--- src/rtl/nes_bus_pkg.sv ---
// nes_bus_pkg: shared bus constants and OAM DMA state encoding
package nes_bus_pkg;
  typedef enum logic [2:0] {IDLE, HALT, ALIGN, READ, WRITE} dma_state_e;
  localparam logic [15:0] OAM_PORT_DEF = 16'h4014;
  localparam logic [15:0] OAM_DATA_DEF = 16'h2004;
  localparam int XFER_LEN = 256;
endpackage

--- src/rtl/oam_dma.sv ---
// oam_dma: CPU-halting page copy into the PPU OAM data port, with bus mux
module oam_dma
  import nes_bus_pkg::*;
#(
  parameter logic [15:0] OAM_PORT = OAM_PORT_DEF,
  parameter logic [15:0] OAM_DATA = OAM_DATA_DEF
) (
  input  logic        clk_ph2,
  input  logic        rst,
  input  logic [15:0] cpu_addr,
  input  logic [7:0]  cpu_wdata,
  input  logic        cpu_rw,
  input  logic [7:0]  mem_rdata,
  output logic        cpu_rdy,
  output logic        bus_master,
  output logic [15:0] bus_addr,
  output logic        bus_rw,
  output logic [7:0]  bus_wdata,
  output logic        dma_active
);
  localparam logic [7:0] LAST_IDX = 8'(XFER_LEN - 1);
  dma_state_e state_q, state_d;
  logic       parity_q;
  logic [7:0] page_q, page_d, index_q, index_d, data_q, data_d;
  // state, parity and transfer registers; reset aborts any transfer in flight
  always_ff @(posedge clk_ph2 or posedge rst) begin
    if (rst) begin
      state_q  <= IDLE;
      parity_q <= 1'b0;
      page_q   <= '0;
      index_q  <= '0;
      data_q   <= '0;
    end else begin
      state_q  <= state_d;
      parity_q <= ~parity_q;
      page_q   <= page_d;
      index_q  <= index_d;
      data_q   <= data_d;
    end
  end
  // next state and bus mux; the CPU owns the bus except in ALIGN/READ/WRITE
  always_comb begin
    state_d    = state_q;
    page_d     = page_q;
    index_d    = index_q;
    data_d     = data_q;
    bus_master = 1'b0;
    bus_addr   = cpu_addr;
    bus_rw     = cpu_rw;
    bus_wdata  = cpu_wdata;
    case (state_q)
      IDLE: if (cpu_addr == OAM_PORT && !cpu_rw) begin
        page_d  = cpu_wdata;
        index_d = '0;
        state_d = HALT;
      end
      HALT: state_d = parity_q ? READ : ALIGN;
      ALIGN: begin
        bus_master = 1'b1;
        bus_addr   = {page_q, index_q};
        bus_rw     = 1'b1;
        state_d    = READ;
      end
      READ: begin
        bus_master = 1'b1;
        bus_addr   = {page_q, index_q};
        bus_rw     = 1'b1;
        data_d     = mem_rdata;
        state_d    = WRITE;
      end
      WRITE: begin
        bus_master = 1'b1;
        bus_addr   = OAM_DATA;
        bus_rw     = 1'b0;
        bus_wdata  = data_q;
        index_d    = index_q + 8'd1;
        state_d    = (index_q == LAST_IDX) ? IDLE : READ;
      end
      default: state_d = IDLE;
    endcase
  end
  assign cpu_rdy    = (state_q == IDLE);
  assign dma_active = ~cpu_rdy;
endmodule

--- config.mk ---
export PLATFORM = sky130hd
export DESIGN_NAME = oam_dma
export DESIGN_NICKNAME = d
export VERILOG_FILES = /design/src/rtl/nes_bus_pkg.sv /design/src/rtl/oam_dma.sv
export SDC_FILE = /design/constraint.sdc
export NUM_CORES = 1
export LEC_CHECK = 0
export ABC_CLOCK_PERIOD_IN_PS = 2500
export CORE_MARGIN = 1
export CORE_UTILIZATION = 55
export CTS_CLUSTER_SIZE = 40
export DETAILED_ROUTE_END_ITERATION = 10
export DONT_BUFFER_PORTS = 1
export PLACE_DENSITY = 0.68
export SETUP_SLACK_MARGIN = 0.2
export SYNTH_ARGS = -nofsm -noshare
export SYNTH_HDL_FRONTEND = slang
export SYNTH_SLANG_ARGS = --single-unit
--- constraint.sdc ---
create_clock -name clk_ph2 -period 2.5 [get_ports clk_ph2]
set_input_delay 0.5 -clock clk_ph2 [delete_from_list [all_inputs] [get_ports clk_ph2]]
set_output_delay 0.5 -clock clk_ph2 [all_outputs]
set_load 0.1 [all_outputs]
# Yosys cells after proc, flatten, opt, wreduce, memory -nomap -nowiden

Index checks and enable logic that the tools add are counted.

Word-level logic and storage cells: 33
Register bits: 28

$add $sub $neg: 1
Equal/unequal tests: 7
Reduce and logical (&&, ||, !) cells: 8
Bitwise gates (word level): 2
Muxes and demuxes: 10

Operator list:

| kind                   | number |
|---|---|
| $pmux W16 S2           | 1 |
| $eq A16 B15 Y1 const B | 1 |
| $mux W8                | 2 |
| $pmux W8 S2            | 1 |
| $pmux W3 S5            | 1 |
| $add A8 B1 Y8 const B  | 1 |
| $eq A8 B8 Y1 const B   | 1 |
| $eq A3 B2 Y1 const B   | 2 |
| $reduce_and A2 Y1      | 2 |
| $eq A3 B1 Y1 const B   | 1 |
| $eq A3 B3 Y1 const B   | 1 |
| $logic_not A3 Y1       | 1 |
| $mux W3                | 1 |
| $reduce_or A3 Y1       | 1 |
| $mux W1                | 2 |
| $mux W2                | 1 |
| $ne A2 B1 Y1 const B   | 1 |
| $not A1 Y1             | 2 |
| $pmux W1 S2            | 1 |
| $reduce_bool A2 Y1     | 1 |
| $reduce_or A2 Y1       | 1 |
| $logic_and A1 B1 Y1    | 1 |
| $logic_not A1 Y1       | 1 |

# Logic depth before layout (Yosys ltp)

Gate-level depths: netlist (run 1).

Depth after elaboration: 4
Mapped depth: 6
Depth with buffers taken out: 4

# Least setup slack after synthesis (run 1)

OpenSTA, ideal clock, no wires.

Kind: reg2out
From: register state_q[2]
To: output port bus_rw
Slack: -0.086 ns
Stages on the path, launching flop included: 4
Data required time: 2.000 ns
Arrival time: 2.086 ns
Buffers on the path: 1
Cell sequence: dfrtp_1 -> nor3b_2 -> clkbuf_1 -> nor2_1

Word-level cells in the longest chain between the ends: 3
Elaborated cells on any way between the ends: 5

RTL lines:

| item                       | line          | RTL |
|---|---|---|
| start, declared            | oam_dma.sv:22 | `dma_state_e state_q, state_d;` |
| start signal, assigned     | oam_dma.sv:34 | `state_q <= state_d;` |
| $eq A3 B2 Y1               | oam_dma.sv:51 | `case (state_q)` |
| $reduce_or A2 Y1 (no line) | --            |  |
| $pmux W1 S2 (*)            | oam_dma.sv:51 |  |
| end, declared              | oam_dma.sv:17 | `output logic bus_rw,` |

Mark *: on every way between the ends. The rest lies on a longest branch, timed or not.

# Final worst setup path (run 1)

From: register state_q[2]
To: output port bus_addr[13]

Word-level cells in the longest chain between the ends: 3
Elaborated cells on any way between the ends: 5

RTL lines:

| item                       | line          | RTL |
|---|---|---|
| $eq A3 B2 Y1               | oam_dma.sv:51 |  |
| $reduce_or A2 Y1 (no line) | --            |  |
| $pmux W16 S2 (*)           | oam_dma.sv:51 |  |
| end, declared              | oam_dma.sv:16 | `output logic [15:0] bus_addr,` |

Marked as above.

==> run_results.csv, run 1 <==
group,metric,value,unit
status,status,"finished clean",
layout,area_added_between_synthesis_and_finish,44.3,%
layout,most_frequent_standard_cell_in_the_layout_excluding_fill_and_tap_cells,"nand2_1",
layout,fillcell_total,143,
critical_path,crit_required,2.00,ns
placement,placed_instance_area,2220,um2
route,route.detailed.drc,0,
yosys,ys_async_sr_fraction,100,%
floorplanning,num_io_pins,63,
yosys,number_of_enable_type_register_cells_in_the_synthesized_netlist,0,
timing,timing_worst_slew_pin_value,0.611,ns
yosys,synthTopCellsByArea,"dfrtp_1, nand2_1, mux2_2",
min_path,hold_class,"in -> async",
critical_path,timing.setup.critical_path_class,"reg -> out",
timing,finClkSkew,0.00686,ns
timing,clock.fmax,0.455,GHz
placement,gp_congestion,0.802,
yosys,synth_area_per_cell,8.41,um2
critical_path,cp-start-kind,"flop",
clock_tree,clock_sinks,28,
route,drtAntennaViolNets,0,
yosys,yosys.area.top_type_share,44.3,%
route,drt-vias-per-instance,5.89,
grt,global_route_usage_sum,28.5,%
clock_tree,cts.htree.levels,1,
grt,largest_net_degree_at_the_start_of_global_routing,29,
yosys,syn-num-nets,224,
layout,antenna-diode-count,0,
yosys,synth.cell_area,1580,um2
timing,post-route-min-period,2.20,ns
timing,totalNegativeSetupSlack,0,ns
timing,timing.final.max_slew_violations,0,
yosys,synthesis_stage_register_bit_count,28,
clock_tree,cts-hold-fix-buffers,0,
route,detailedRoute.firstIterationViolations,61,
placement,hpwlAfterDp,3180,um
grt,antenna_found_initial,0,
critical_path,crit_path_max_fanout,11,
job,cap_violations,0,
grt,grt_pass1_wl,6860,um
route,route.vias.total,1473,
clock_tree,clk_latency,0.33,ns
floorplanning,design.die.area,3090,um2
layout,layout.cell_area.non_filler,2280,um2
timing,max-slew-margin-rel,59.0,%
grt,vias_in_the_first_global_route,1554,
clock_tree,cts_buffer_depth,2,
clock_tree,clock_tree_from_tritoncts,"built",
yosys,synth_sequential_area_ratio,44.3,%
route,avgRoutedWirePerCell,16.5,um
critical_path,worstReg2RegStart,"state_q[2]",
floorplanning,die_height,55.6,um
critical_path,reg2regPathDepth,3,
timing,final-hold-violation-count,0,
placement,port-buffer-count,0,
floorplanning,core.rowCount,19,
layout,final_cell_mix,"nand2_1, buf_12, dfrtp_1, nand3_1, nand2_2",
layout,final_net_count,257,
yosys,synth.lib_cells_used.distinct,31,
critical_path,cp_data_arrival_time,1.70,ns
clock_tree,cts-buffers-inserted,3,
yosys,synth_largest_area_cell,"dfrtp_1",
floorplanning,floorplan.initialDensity,57.8,%
clock_tree,clk_pin_slew,0.14,ns
critical_path,crit_path_start,"state_q[2]",
yosys,post_synth_inst_count,188,
grt,grt_remaining_overflow,0,
timing,finalSetupViolations,0,
layout,final_layout_size_suffix_gt1_share,38.4,%
timing,final_min_period_over_clock_period,87.9,%
floorplanning,floorplan.die.width,55.6,um
timing,rsz0062_at_grt,"false",
clock_tree,cts_root_buf,"clkbuf_4",
route,postRouteWirelength,4120,um
yosys,ys_dominant_reg_cell,"dfrtp_1",
critical_path,endpoint_kind,"output port",
floorplanning,coreArea,2730,um2
route,firstDrtPassIters,4,
yosys,synthesis.yosys.warnings,0,
[cell families (layout without fill, tap and decap cells)]
family	after synthesis	in the layout	synth area share, %
compound gates	11	11	4.04
xor+xnor	3	3	1.66
fa+ha+maj	1	1	0.791
buf+inv	14	45	3.96
flops	28	28	44.3
mux	16	16	11.4
simple gates	115	115	33.9
[Yosys cell counts, types with 2 or more instances]
cell      count
nor2b_1       3
buf_1         2
nand2b_1      2
nor4_1        2
nand3_1      19
or3_1         3
nand2_1      67
nor2_1        7
dfrtp_1      28
clkbuf_1      5
buf_2         2
mux2_2       16
inv_1         4
o21ai_0       8
nand4_1       3
xor2_1        2
[through the flow]
stage / hold WS, ns / instances / worst slack [ns] / util (%)
after global placement: 0.416 / 244 / 0.515 / 81.1
after CTS: 0.115 / 247 / 0.205 / 82.2
after detailed placement: 0.424 / 244 / 0.468 / 81.1
final: 0.103 / 250 / 0.302 / 83.5
after global routing: 0.140 / 250 / 0.203 / 83.5
after floorplan: 0.395 / 188 / 0.238 / -
[worst paths after layout]
kind	to	slack [ns]
max in group asynchronous	state_q[1]	2.12
min in group clk_ph2	page_q[7]	0.31
worst min register to register	parity_q	0.44
worst max register to register	page_q[2]	0.57
worst max-delay path	bus_addr[13]	0.30
worst min-delay path	index_q[1]	0.10
[final cells by class]
class,count,area (um2),area share (%)
inverter,4,15.0,0.658
tap,31,38.8,1.70
sequential,28,704,30.9
timing repair buffer,38,631,27.6
clock buffer,3,22.5,0.987
multi-input combinational,146,871,38.2
[worst max-delay path, cell delays in order, from the launching register on]
cell	delay, ns
dfrtp_2	0.48
nand2b_2	0.28
buf_4	0.21
nand2_1	0.07
nand3_1	0.13
buf_12	0.20
[flip-flops by register name (all words and copies together) (netlist names)]
signal	flops
page_q	8
parity_q	1
index_q	8
state_q	3
data_q	8
[layer usage]
metal | track usage [%] | vias up | routed length [um]
met1 | 34.1 | 695 | 1640
li1 | - | 699 | -
met4 | 10.7 | 0 | 81
met5 | 0 | - | 0
met3 | 3.95 | 9 | 302
met2 | 51.6 | 70 | 2100
[what timing repair did]
item / CTS / global route
buffers inserted: 0 / 3
endpoints found under the setup margin: 18 / 20
pin swaps: 0 / 0
gates resized for setup: 3 / 5
hold endpoints to repair: 0 / 0
Power of run 1 is not shown: default switching activity piles up to over one toggle a cycle in this logic, so the estimate is an artifact.
==> run 2: changes to the inputs <==
Settings changed: ABC_CLOCK_PERIOD_IN_PS 2500 to 2300.
Clock period 2.5 ns to 2.3 ns, I/O delays scaled along.
==> run 2 against run 1 <==
Compared with the run above: global-route usage fell by 0.43 points; routed wire length up 0.19%; final area grew 1.2%.
==> run_results.csv, run 2 (synthesis results as in run 1) <==
group,metric,value,unit
status,status,"finished clean",
placement,placed_instance_area,2220,um2
clock_tree,cts_buffer_depth,2,
timing,final_min_period_over_clock_period,89.7,%
route,route.detailed.drc,0,
clock_tree,clk_latency,0.32,ns
timing,totalNegativeSetupSlack,0,ns
timing,timing.final.max_slew_violations,0,
route,route.vias.total,1466,
floorplanning,die_height,55.6,um
route,drt-vias-per-instance,5.89,
grt,vias_in_the_first_global_route,1514,
floorplanning,floorplan.die.width,55.6,um
critical_path,worstPathCellList,"nor3b_2, buf_4, nand2_1, nand2_2, buf_12",
layout,layout.cell_area.non_filler,2310,um2
layout,final_cell_mix,"nand2_1, buf_12, dfrtp_1, nand2_2, nand3_1",
timing,finalSetupViolations,0,
layout,final_layout_size_suffix_gt1_share,40.8,%
floorplanning,core.rowCount,19,
floorplanning,design.die.area,3090,um2
grt,grt_remaining_overflow,0,
clock_tree,cts.htree.levels,1,
timing,post-route-min-period,2.06,ns
route,detailedRoute.firstIterationViolations,60,
timing,final-hold-violation-count,0,
critical_path,slowest_delay,0.49,ns
layout,antenna-diode-count,0,
grt,global_route_usage_sum,28.0,%
clock_tree,clock_tree_from_tritoncts,"built",
grt,largest_net_degree_at_the_start_of_global_routing,29,
critical_path,cp_data_arrival_time,1.60,ns
floorplanning,floorplan.initialDensity,57.8,%
critical_path,crit_path_max_fanout,8,
grt,grt_pass1_wl,6860,um
placement,port-buffer-count,0,
route,drtAntennaViolNets,0,
layout,fillcell_total,146,
critical_path,timing.setup.critical_path_class,"reg -> out",
layout,area_added_between_synthesis_and_finish,46.0,%
critical_path,endpoint_kind,"output port",
timing,clock.fmax,0.485,GHz
timing,rsz0062_at_grt,"true",
job,cap_violations,0,
route,avgRoutedWirePerCell,16.6,um
layout,reg_top3,"data_q x8, index_q x8, page_q x8",
clock_tree,cts_root_buf,"clkbuf_4",
timing,finClkSkew,0.00202,ns
clock_tree,cts-buffers-inserted,3,
critical_path,reg2regPathDepth,3,
floorplanning,num_io_pins,63,
placement,hpwlAfterDp,3140,um
critical_path,cp-start-kind,"flop",
timing,timing_worst_slew_pin_value,0.567,ns
route,firstDrtPassIters,4,
grt,antenna_found_initial,0,
layout,final_net_count,256,
clock_tree,clk_pin_slew,0.14,ns
critical_path,critical_path.slowest_cell,"dfrtp_2",
timing,max-slew-margin-rel,61.9,%
clock_tree,clock_sinks,28,
clock_tree,cts-hold-fix-buffers,0,
placement,gp_congestion,0.800,
floorplanning,coreArea,2730,um2
layout,post-route-util,84.4,%
min_path,hold_class,"in -> async",
layout,most_frequent_standard_cell_in_the_layout_excluding_fill_and_tap_cells,"nand2_1",
route,postRouteWirelength,4130,um
critical_path,crit_required,1.84,ns
run 2: cell count changes in the layout (fill, tap and decap cells not counted), moves of 2 or more:
cell,delta
buf_4,-4
buf_6,+4
nand2_2,+2
nand2_1,-2
run 2: per-stage QoR:
step           std cells  worst slack [ns]  hold WS (ns)
2_1_floorplan        188             0.188         0.395
3_3_place_gp         245             0.397         0.416
3_5_place_dp         245             0.283         0.428
4_1_cts              249             0.207        0.0750
5_1_grt              249             0.173         0.115
6_report             249             0.237        0.0747
run 2: worst max-delay path, delay by kind of cell (launching register included):
kind,cells,cell delay (ns)
buffers and inverters,2,0.37
flip-flops,1,0.49
AND/OR/NAND/NOR,3,0.40
run 2: repair_timing:
action | CTS | global route
endpoints found under the hold margin | 0 | 0
buffers inserted | 1 | 0
endpoints found under the setup margin | 20 | 24
pin swaps | 0 | 2
resized for setup | 7 | 11
run 2: metal layers:
metal	GRT usage, %	share of wire, %	up-vias
met1	37.0	43	704
met2	46.8	50	67
met3	5.12	7.1	2
met5	0	0	-
li1	-	-	693
met4	9.29	0.34	0
run 2: final timing paths:
| kind | startpoint | end | slack (ns) |
|---|---|---|---|
| setup / recovery | state_q[1] | bus_wdata[3] | 0.24 |
| hold / removal | rst | state_q[1] | 0.07 |
| setup reg to reg | state_q[2] | page_q[3] | 0.43 |
| hold reg to reg | parity_q | parity_q | 0.44 |
| max in group asynchronous | rst | state_q[2] | 1.94 |
| min in group clk_ph2 | mem_rdata[2] | data_q[2] | 0.28 |
run 2: cell type report:
cell class,count,area (um2),share of cell area [%]
multi-input combinational,146,893,38.7
timing repair buffer,37,631,27.3
inverter,4,18.8,0.813
tap,31,38.8,1.68
sequential,28,704,30.5
clock buffer,3,22.5,0.976
Power of run 2 is left out for the same reason.
==> run 3: changes to the inputs <==
Settings changed: ABC_AREA from default to 1.
==> run 3 against run 2 <==
Compared with the run above: the flow now finishes with violations (DRC); count of clock-buffer cells in the layout did not move; register-to-register slack improved by 0.08 ns; global-route usage rose by 7.6 points; final cell count rose by 29%; critical path depth did not move; first-iteration DRC count rose to 6.0 times the previous value; hold slack got worse by 0.061 ns.
==> run_results.csv, run 3 <==
group,metric,value,unit
status,status,"finished, violations left",
status,violations,"DRC",
yosys,adder_cell_share_of_the_synthesized_area,0.747,%
yosys,yosysMostFrequentCell,"nand2_1",
grt,grt.busiest_layer,"met2",
route,postRouteWirelength,7620,um
clock_tree,clock_sinks,28,
timing,totalNegativeSetupSlack,0,ns
yosys,synth.top_cells.by_count,"nand2_1, nand3_1, dfrtp_1, inv_1",
yosys,synthMuxAreaShare,0,%
yosys,synth_top_family_by_area,"simple AND/OR/NAND/NOR gates",
grt,grt_remaining_overflow,0,
clock_tree,cts-buffers-inserted,3,
layout,final_cell_mix,"nand2_1, nand3_1, dfrtp_1, inv_1, buf_12",
yosys,number_of_enable_type_register_cells_in_the_synthesized_netlist,0,
floorplanning,design.die.area,3270,um2
grt,antenna_found_initial,0,
floorplanning,num_io_pins,63,
timing,timing_worst_slew_pin_value,0.376,ns
job,cap_violations,0,
layout,fillcell_total,93,
timing,post-route-min-period,2.23,ns
floorplanning,floorplan.initialDensity,59.2,%
route,avgRoutedWirePerCell,23.7,um
yosys,ys_async_sr_fraction,100,%
grt,met3_routing_resource_usage_after_global_routing,5.44,%
floorplanning,floorplan.die.width,57.2,um
layout,final_net_count,328,
critical_path,crit_required,1.84,ns
clock_tree,cts_buffer_depth,2,
critical_path,timing.setup.critical_path_class,"reg -> out",
critical_path,cp_data_arrival_time,1.77,ns
route,firstDrtPassIters,9,
timing,max-slew-margin-rel,75.0,%
grt,global_route_usage_sum,35.6,%
timing,timing.final.max_slew_violations,0,
route,drtAntennaViolNets,0,
route,route.vias.total,2201,
grt,grt_pass1_wl,8710,um
layout,antenna-diode-count,0,
timing,final_min_period_over_clock_period,97.1,%
yosys,synth_largest_area_cell,"dfrtp_1",
timing,rsz0062_at_grt,"true",
critical_path,cp-start-kind,"flop",
yosys,synth_sequential_area_ratio,41.8,%
clock_tree,cts_root_buf,"clkbuf_4",
placement,hpwlAfterDp,3520,um
grt,vias_in_the_first_global_route,1906,
yosys,synthTopCellsByArea,"dfrtp_1, nand2_1, nand3_1",
yosys,yosys.area_share.xor_xnor,0.523,%
clock_tree,cts.htree.levels,1,
floorplanning,core.rowCount,19,
grt,met2_usage,61.8,%
floorplanning,coreArea,2830,um2
timing,finalSetupViolations,0,
timing,clock.fmax,0.448,GHz
yosys,synthesis.yosys.warnings,0,
route,drt-vias-per-instance,6.84,
yosys,post_synth_inst_count,244,
yosys,synth_area_per_cell,6.87,um2
placement,gp_congestion,0.945,
yosys,ys_dominant_reg_cell,"dfrtp_1",
yosys,syn-num-nets,280,
layout,most_frequent_standard_cell_in_the_layout_excluding_fill_and_tap_cells,"nand2_1",
yosys,synthesis_stage_register_bit_count,28,
min_path,hold_class,"in -> async",
yosys,synth.lib_cells_used.distinct,21,
layout,area_added_between_synthesis_and_finish,57.0,%
timing,final-hold-violation-count,0,
clock_tree,clk_latency,0.37,ns
layout,reg_top3,"data_q x8, index_q x8, page_q x8",
timing,finClkSkew,0.0195,ns
critical_path,endpoint_kind,"output port",
layout,final_layout_size_suffix_gt1_share,32.3,%
yosys,synth_compound_area_share,6.72,%
yosys,synth.cell_area,1680,um2
floorplanning,die_height,57.2,um
placement,port-buffer-count,0,
clock_tree,clk_pin_slew,0.19,ns
grt,largest_net_degree_at_the_start_of_global_routing,29,
route,detailedRoute.firstIterationViolations,358,
clock_tree,clock_tree_from_tritoncts,"built",
yosys,synth-simple-area-share,41.3,%
yosys,yosys.area.top_type_share,41.8,%
critical_path,crit_path_max_fanout,7,
grt,grt_util_met1,42.4,%
route,route.detailed.drc,3,
clock_tree,cts-hold-fix-buffers,0,
==> run 3: changes by cell type after synthesis, moves of 5 or more <==
cell,change
clkbuf_1,-5
inv_1,+18
nor2_1,+7
nand3_1,+19
mux2_2,-16
nand2_1,+30
o21ai_0,+6
==> run 3: final timing paths <==
kind | slack [ns] | cells past startpoint | endpoint | from
min reg2reg | 0.48 | 1 | parity_q | parity_q
max in group asynchronous | 1.97 | 2 | state_q[2] | rst
min | 0.01 | 2 | index_q[5] | rst
max | 0.07 | 5 | bus_addr[2] | state_q[2]
min in group clk_ph2 | 0.21 | 2 | page_q[1] | cpu_wdata[1]
max reg2reg | 0.51 | 6 | page_q[7] | state_q[0]
==> run 3: stage by stage <==
stage	std cells	setup WS, ns	area [um2]	util, %	hold WS, ns
after floorplan	244	-0.328	1770	-	0.389
after global routing	322	0.0490	2630	93.0	0.0479
after CTS	312	0.161	2350	83.0	0.0602
final	322	0.0669	2630	93.0	0.0140
after global placement	298	0.391	2130	75.5	0.428
after detailed placement	298	0.294	2130	75.5	0.434
==> run 3: metal layers <==
metal / vias to the layer above / part of all wire [%]
met5: - / 0
met4: 0 / 8.5
met3: 76 / 12
met2: 253 / 48
met1: 1000 / 32
li1: 872 / -
==> run 3: cell families (layout without fill, tap and decap cells) <==
group                    after synthesis  in the layout
buffers and inverters                 35             79
AO/OA/AOI/OAI                         22             22
adder cells (fa/ha/maj)                1              1
AND/OR/NAND/NOR                      157            160
flip-flops                            28             28
XOR/XNOR                               1              1
==> run 3: what timing repair did <==
action                     in CTS  in global routing
gates cloned                    3                  1
setup endpoints to repair      26                 28
setup buffers                   7                  9
pin swaps                       3                  4
gates resized for setup        25                 52
==> run 3: cell type report <==
class	instances	area (um2)	share of cell area, %
clock buffer	3	22.5	0.856
clock inverter	1	30.0	1.14
inverter	27	128	4.85
multi-input combinational	184	1020	38.9
sequential	28	703	26.7
tap	31	38.8	1.47
timing repair buffer	48	686	26.1
==> run 3: worst max-delay path, cell delays in order, from the launching register on <==
cell	delay (ns)
dfrtp_2	0.53
nor2_4	0.23
buf_6	0.18
nand2_2	0.06
o211ai_1	0.15
clkbuf_16	0.27
Power of run 3 is left out for the same reason.
